File: config.mk
export PLATFORM = sky130hd
export DESIGN_NAME = alarme_saida_driver
export DESIGN_NICKNAME = d
export VERILOG_FILES = /design/src/rtl/alarme_saida_driver.sv
export SDC_FILE = /design/constraint.sdc
export NUM_CORES = 1
export LEC_CHECK = 0
export ABC_AREA = 0
export BUFFER_PORTS_ARGS = -buffer_cell sky130_fd_sc_hd__buf_2
export CORE_ASPECT_RATIO = 1.75
export CORE_MARGIN = 5
export CORE_UTILIZATION = 55
export CTS_BUF_LIST = sky130_fd_sc_hd__clkbuf_2
export CTS_CLUSTER_DIAMETER = 100
export CTS_CLUSTER_SIZE = 28
export DETAILED_ROUTE_END_ITERATION = 12
export PLACE_DENSITY = 0.76
export SLEW_MARGIN = 0
export SYNTH_ARGS = -nofsm -noshare
export SYNTH_HDL_FRONTEND = slang
export SYNTH_SLANG_ARGS = --single-unit
File: constraint.sdc
create_clock -name clk -period 2.26 [get_ports clk]
set_input_delay 0.226 -clock clk [delete_from_list [all_inputs] [get_ports clk]]
set_output_delay 0.226 -clock clk [all_outputs]
set_load 0.02 [all_outputs]
File: src/rtl/alarme_saida_driver.sv
// Output stage for the alarm controller: turns the 3-bit level code into a
// blinking LED, a pulsed vibrator and a buzzer tone gated by the LED on-phase.
module alarme_saida_driver #(
  parameter int BLINK_HALF = 12500000,
  parameter int VIB_ON     = 10000000,
  parameter int VIB_OFF    = 15000000,
  parameter int TONE_HALF  = 12500,
  parameter int CNT_W      = 24
) (
  input  logic       clk,
  input  logic       rst,
  input  logic [2:0] saida_in,
  output logic       led,
  output logic       vibra,
  output logic       buzzer,
  output logic       ativo,
  output logic       err
);

  typedef enum logic [1:0] {V_IDLE, V_ON, V_OFF} vib_state_t;

  localparam logic [CNT_W-1:0] LED_LAST  = CNT_W'(BLINK_HALF - 1);
  localparam logic [CNT_W-1:0] VON_LAST  = CNT_W'(VIB_ON - 1);
  localparam logic [CNT_W-1:0] VOFF_LAST = CNT_W'(VIB_OFF - 1);
  localparam logic [CNT_W-1:0] TONE_LAST = CNT_W'(TONE_HALF - 1);

  logic [2:0]       code_r;
  logic             code_valid;
  logic             en_led, en_vib, en_tone;
  logic             led_en_r, tone_en_r, tone;
  logic [CNT_W-1:0] led_cnt, tone_cnt, vib_cnt, vib_cnt_nxt;
  logic             vibra_nxt;
  vib_state_t       vib_state, vib_state_nxt;

  // Invalid codes behave as 000 so a glitchy upstream can never half-enable a pattern.
  assign code_valid = (code_r == 3'b000) || (code_r == 3'b001) ||
                      (code_r == 3'b011) || (code_r == 3'b111);
  assign en_led     = code_valid & code_r[0];
  assign en_vib     = code_valid & code_r[1];
  assign en_tone    = code_valid & code_r[2];

  // NOTE: state registers use non-blocking assignments so every flop samples
  // pre-edge values, independent of block ordering.
  always_ff @(posedge clk) begin
    if (rst) begin
      code_r <= 3'b000;
      ativo  <= 1'b0;
      err    <= 1'b0;
    end else begin
      code_r <= saida_in;
      ativo  <= code_valid && (code_r != 3'b000);
      if (!code_valid) err <= 1'b1;
    end
  end

  always_ff @(posedge clk) begin
    if (rst || !en_led) begin
      led      <= 1'b0;
      led_en_r <= 1'b0;
      led_cnt  <= '0;
    end else if (!led_en_r) begin
      led      <= 1'b1;
      led_en_r <= 1'b1;
      led_cnt  <= '0;
    end else if (led_cnt == LED_LAST) begin
      led     <= ~led;
      led_cnt <= '0;
    end else begin
      led_cnt <= led_cnt + 1'b1;
    end
  end

  always_ff @(posedge clk) begin
    if (rst || !en_tone) begin
      tone      <= 1'b0;
      tone_en_r <= 1'b0;
      tone_cnt  <= '0;
    end else if (!tone_en_r) begin
      tone      <= 1'b1;
      tone_en_r <= 1'b1;
      tone_cnt  <= '0;
    end else if (tone_cnt == TONE_LAST) begin
      tone     <= ~tone;
      tone_cnt <= '0;
    end else begin
      tone_cnt <= tone_cnt + 1'b1;
    end
  end

  assign buzzer = tone & led;

  always_ff @(posedge clk) begin
    if (rst) begin
      vib_state <= V_IDLE;
      vib_cnt   <= '0;
      vibra     <= 1'b0;
    end else begin
      vib_state <= vib_state_nxt;
      vib_cnt   <= vib_cnt_nxt;
      vibra     <= vibra_nxt;
    end
  end

  // NOTE: every combinational output gets a default first, so no path can
  // leave it unassigned and infer a latch.
  always_comb begin
    vib_state_nxt = vib_state;
    vib_cnt_nxt   = vib_cnt;
    vibra_nxt     = vibra;
    if (!en_vib) begin
      vib_state_nxt = V_IDLE;
      vib_cnt_nxt   = '0;
      vibra_nxt     = 1'b0;
    end else begin
      case (vib_state)
        V_IDLE: begin
          vib_state_nxt = V_ON;
          vib_cnt_nxt   = '0;
          vibra_nxt     = 1'b1;
        end
        V_ON: begin
          if (vib_cnt == VON_LAST) begin
            vib_state_nxt = V_OFF;
            vib_cnt_nxt   = '0;
            vibra_nxt     = 1'b0;
          end else begin
            vib_cnt_nxt = vib_cnt + 1'b1;
          end
        end
        V_OFF: begin
          if (vib_cnt == VOFF_LAST) begin
            vib_state_nxt = V_ON;
            vib_cnt_nxt   = '0;
            vibra_nxt     = 1'b1;
          end else begin
            vib_cnt_nxt = vib_cnt + 1'b1;
          end
        end
        default: begin
          vib_state_nxt = V_IDLE;
          vib_cnt_nxt   = '0;
          vibra_nxt     = 1'b0;
        end
      endcase
    end
  end

endmodule

==> flow_metrics.tcl <==
set metrics [dict create \
    synth_cell_type_count 32 \
    leakage_nw 1.27 \
    synthTopCellsByCount "nor2_1, dfxtp_1, xnor2_1" \
    place_hpwl_um 5450 \
    vias_per_cell 5.41 \
    path_clk_slew_ps 210 \
    syn_area_um2 3760 \
    yosysWarnings 0 \
    num_vias 2970 \
    synth_area_leader_cell "dfxtp_1" \
    slowest_delay_ps 520 \
    finalClockSkew_ps 29.2 \
    worst-path-buf-inv 0 \
    synth_ff_type "dfxtp_1" \
    ant_nets 0 \
    cts_tree "done" \
    grt_pass1_wl_um 13300 \
    drc 0 \
    synthToLayoutAreaGrowth_pct 8.55 \
    nFillCells 616 \
    worst_ep_arrival_time_ps 2610 \
    grt_max_degree 25 \
    cp-start-kind "register" \
    clock-sinks 84 \
    clockBufferDepth 2 \
    synthCells 435 \
    post_cts_buffers 0 \
    cts-root-buf "clkbuf_2" \
    dr.pass1.iters 4 \
    grt_pass1_vias 3061 \
    final_cell_area_um2 4080 \
    antenna_found_initial 0 \
    max_cap_viol_count 0 \
    tightest_slew_ps 642 \
    antenna_cells 0 \
    synth_nets 447 \
    ios 10 \
    die_h_um 119 \
    grtUsageTotal 0.194 \
    wl_per_cell_um 13.3 \
    drive_gt1_frac 0.0753 \
    min_path_type "register to register" \
    synth-edff-count 0 \
    power.density_nw_per_um2 524 \
    drt-total-wl_um 7320 \
    clk_latency_ps 550 \
    yosysMostFrequentCell "nor2_1" \
    crit_family "simple AND/OR/NAND/NOR gates" \
    final_nets 473 \
    htree_levels 3 \
    chipWidth_um 72.5 \
    std_cell_rows 40 \
    setup_violations 0 \
    fin_crit_sh 0.940 \
    io_buffer_count 9 \
    crit_type "register to register" \
    slew_violations 0 \
    drt_iter0_drc 112 \
    yosysTopAreaCellShare 0.447 \
    place_area_um2 3960 \
    dieArea_um2 8650 \
    peakVddDrop_uv 447 \
    overflow 0 \
    rsz0062_at_grt "no" \
    power_w 0.00214 \
    avgSynthCellArea_um2 8.64 \
    critPathSlowestCell "or4_1" \
    ys_seq_area_frac 0.447 \
    clock.fmax_mhz 471 \
    cp-end-kind "register" \
    hold_viol_final 0 \
    final.setup.tns_ps 0 \
    synthTopCellsByArea "dfxtp_1, xnor2_1, nor2_1" \
    place_congestion 0.879 \
    yosys_register_bits 84 \
    core_area_um2 6760 \
    worstPathMaxFanout 5 \
    numCtsBuffers 9 \
    period_needed_ps 2120 \
    synthArstFlopShare 0 \
    outcome "finished clean" \
    max_slew_margin 0.569 \
    start_util 0.556 \
    worstPathRequired_ps 2750 \
    worstPathCellList "ha_1 -> and3_2 -> nand4_1 -> o41a_1 -> or4_1 -> a21oi_1" \
]
==> registers in the layout, summed over array words and instances (netlist names), 2 cells and up <==
name / count
tone_cnt: 24
vib_state: 2
code_r: 3
led_cnt: 24
vib_cnt: 24
==> report_power, final <==
group          internal, W   total, W  switching (W)  leakage, nW
combinational    0.0000177  0.0000330      0.0000153        0.531
clock             0.000138   0.000609       0.000471       0.0566
sequential         0.00149    0.00150     0.00000513        0.678
total              0.00165    0.00214       0.000492         1.27
==> final timing paths <==
check / startpoint / to / slack (ps) / cells after the start
hold / removal: vib_cnt[0]$_SDFF_PP0_ / vib_cnt[0]$_SDFF_PP0_ / 440 / 1
setup reg to reg: vib_cnt[1]$_SDFF_PP0_ / vib_state[0]$_SDFFE_PP0P_ / 140 / 6
setup / recovery: vib_cnt[1]$_SDFF_PP0_ / vib_state[0]$_SDFFE_PP0P_ / 140 / 6
hold reg to reg: vib_cnt[0]$_SDFF_PP0_ / vib_cnt[0]$_SDFF_PP0_ / 440 / 1
==> cell type report <==
cell class	instances	area [um2]	share of cell area
clock buffers	11	55.1	0.0135
clock inverters	4	17.5	0.00429
inverters	12	45.0	0.0110
multi-input cells	331	2000	0.490
flip-flops and latches	84	1680	0.412
well taps	84	105	0.0258
repair buffers	23	175	0.0429
==> layout by cell type, fill, tap and decap left out, drive strengths merged, types with 8 or more instances in the layout <==
| cell type | netlist | layout |
|---|---|---|
| nor3 | 27 | 27 |
| clkbuf | 5 | 11 |
| nand4 | 14 | 14 |
| nor2 | 86 | 86 |
| xor2 | 23 | 23 |
| nand2 | 31 | 31 |
| and3 | 11 | 11 |
| nor2b | 8 | 8 |
| dfxtp | 84 | 84 |
| buf | 3 | 18 |
| inv | 12 | 12 |
| nor4 | 11 | 11 |
| xnor2 | 45 | 45 |
| nand3 | 27 | 27 |
==> worst reg2reg max path, delay by kind of cell, from the launching register on <==
family / cells / cell delay, ps
adder cells (fa/ha/maj): 1 / 180
flip-flops: 1 / 400
AND/OR/NAND/NOR: 3 / 880
AO/OA/AOI/OAI: 2 / 610
==> metal layers <==
layer	up-vias	global-route usage	share of wire
li1	1532	-	-
met1	1386	0.209	0.40
met2	36	0.352	0.55
met3	16	0.0245	0.023
met4	0	0.106	0.025
met5	-	0	0
==> cell families after synthesis <==
| group | synth area share |
|---|---|
| xor gates and xnor gates | 0.158 |
| and+or+nand+nor | 0.328 |
| buffers and inverters | 0.0210 |
| DFF | 0.447 |
| adders and majority gates | 0.0233 |
| AOI/OAI and AO/OA | 0.0220 |
==> what timing repair did <==
item | in CTS | in global routing
endpoints found under the setup margin | 0 | 23
resized for setup | 0 | 2
hold endpoints to repair | 6 | 0
hold buffers | 5 | 0
==> stage by stage <==
step                      setup slack (ps)   util  std cells  hold WS, ps
after detailed placement               131  0.586        529          440
after global placement                 188  0.586        529          427
after floorplan                        231      -        435          298
after CTS                             80.8  0.604        549          397
after global routing                  31.9  0.604        549          441
final                                  136  0.604        549          444
No activity file was read; power rests on OpenSTA's default activity.
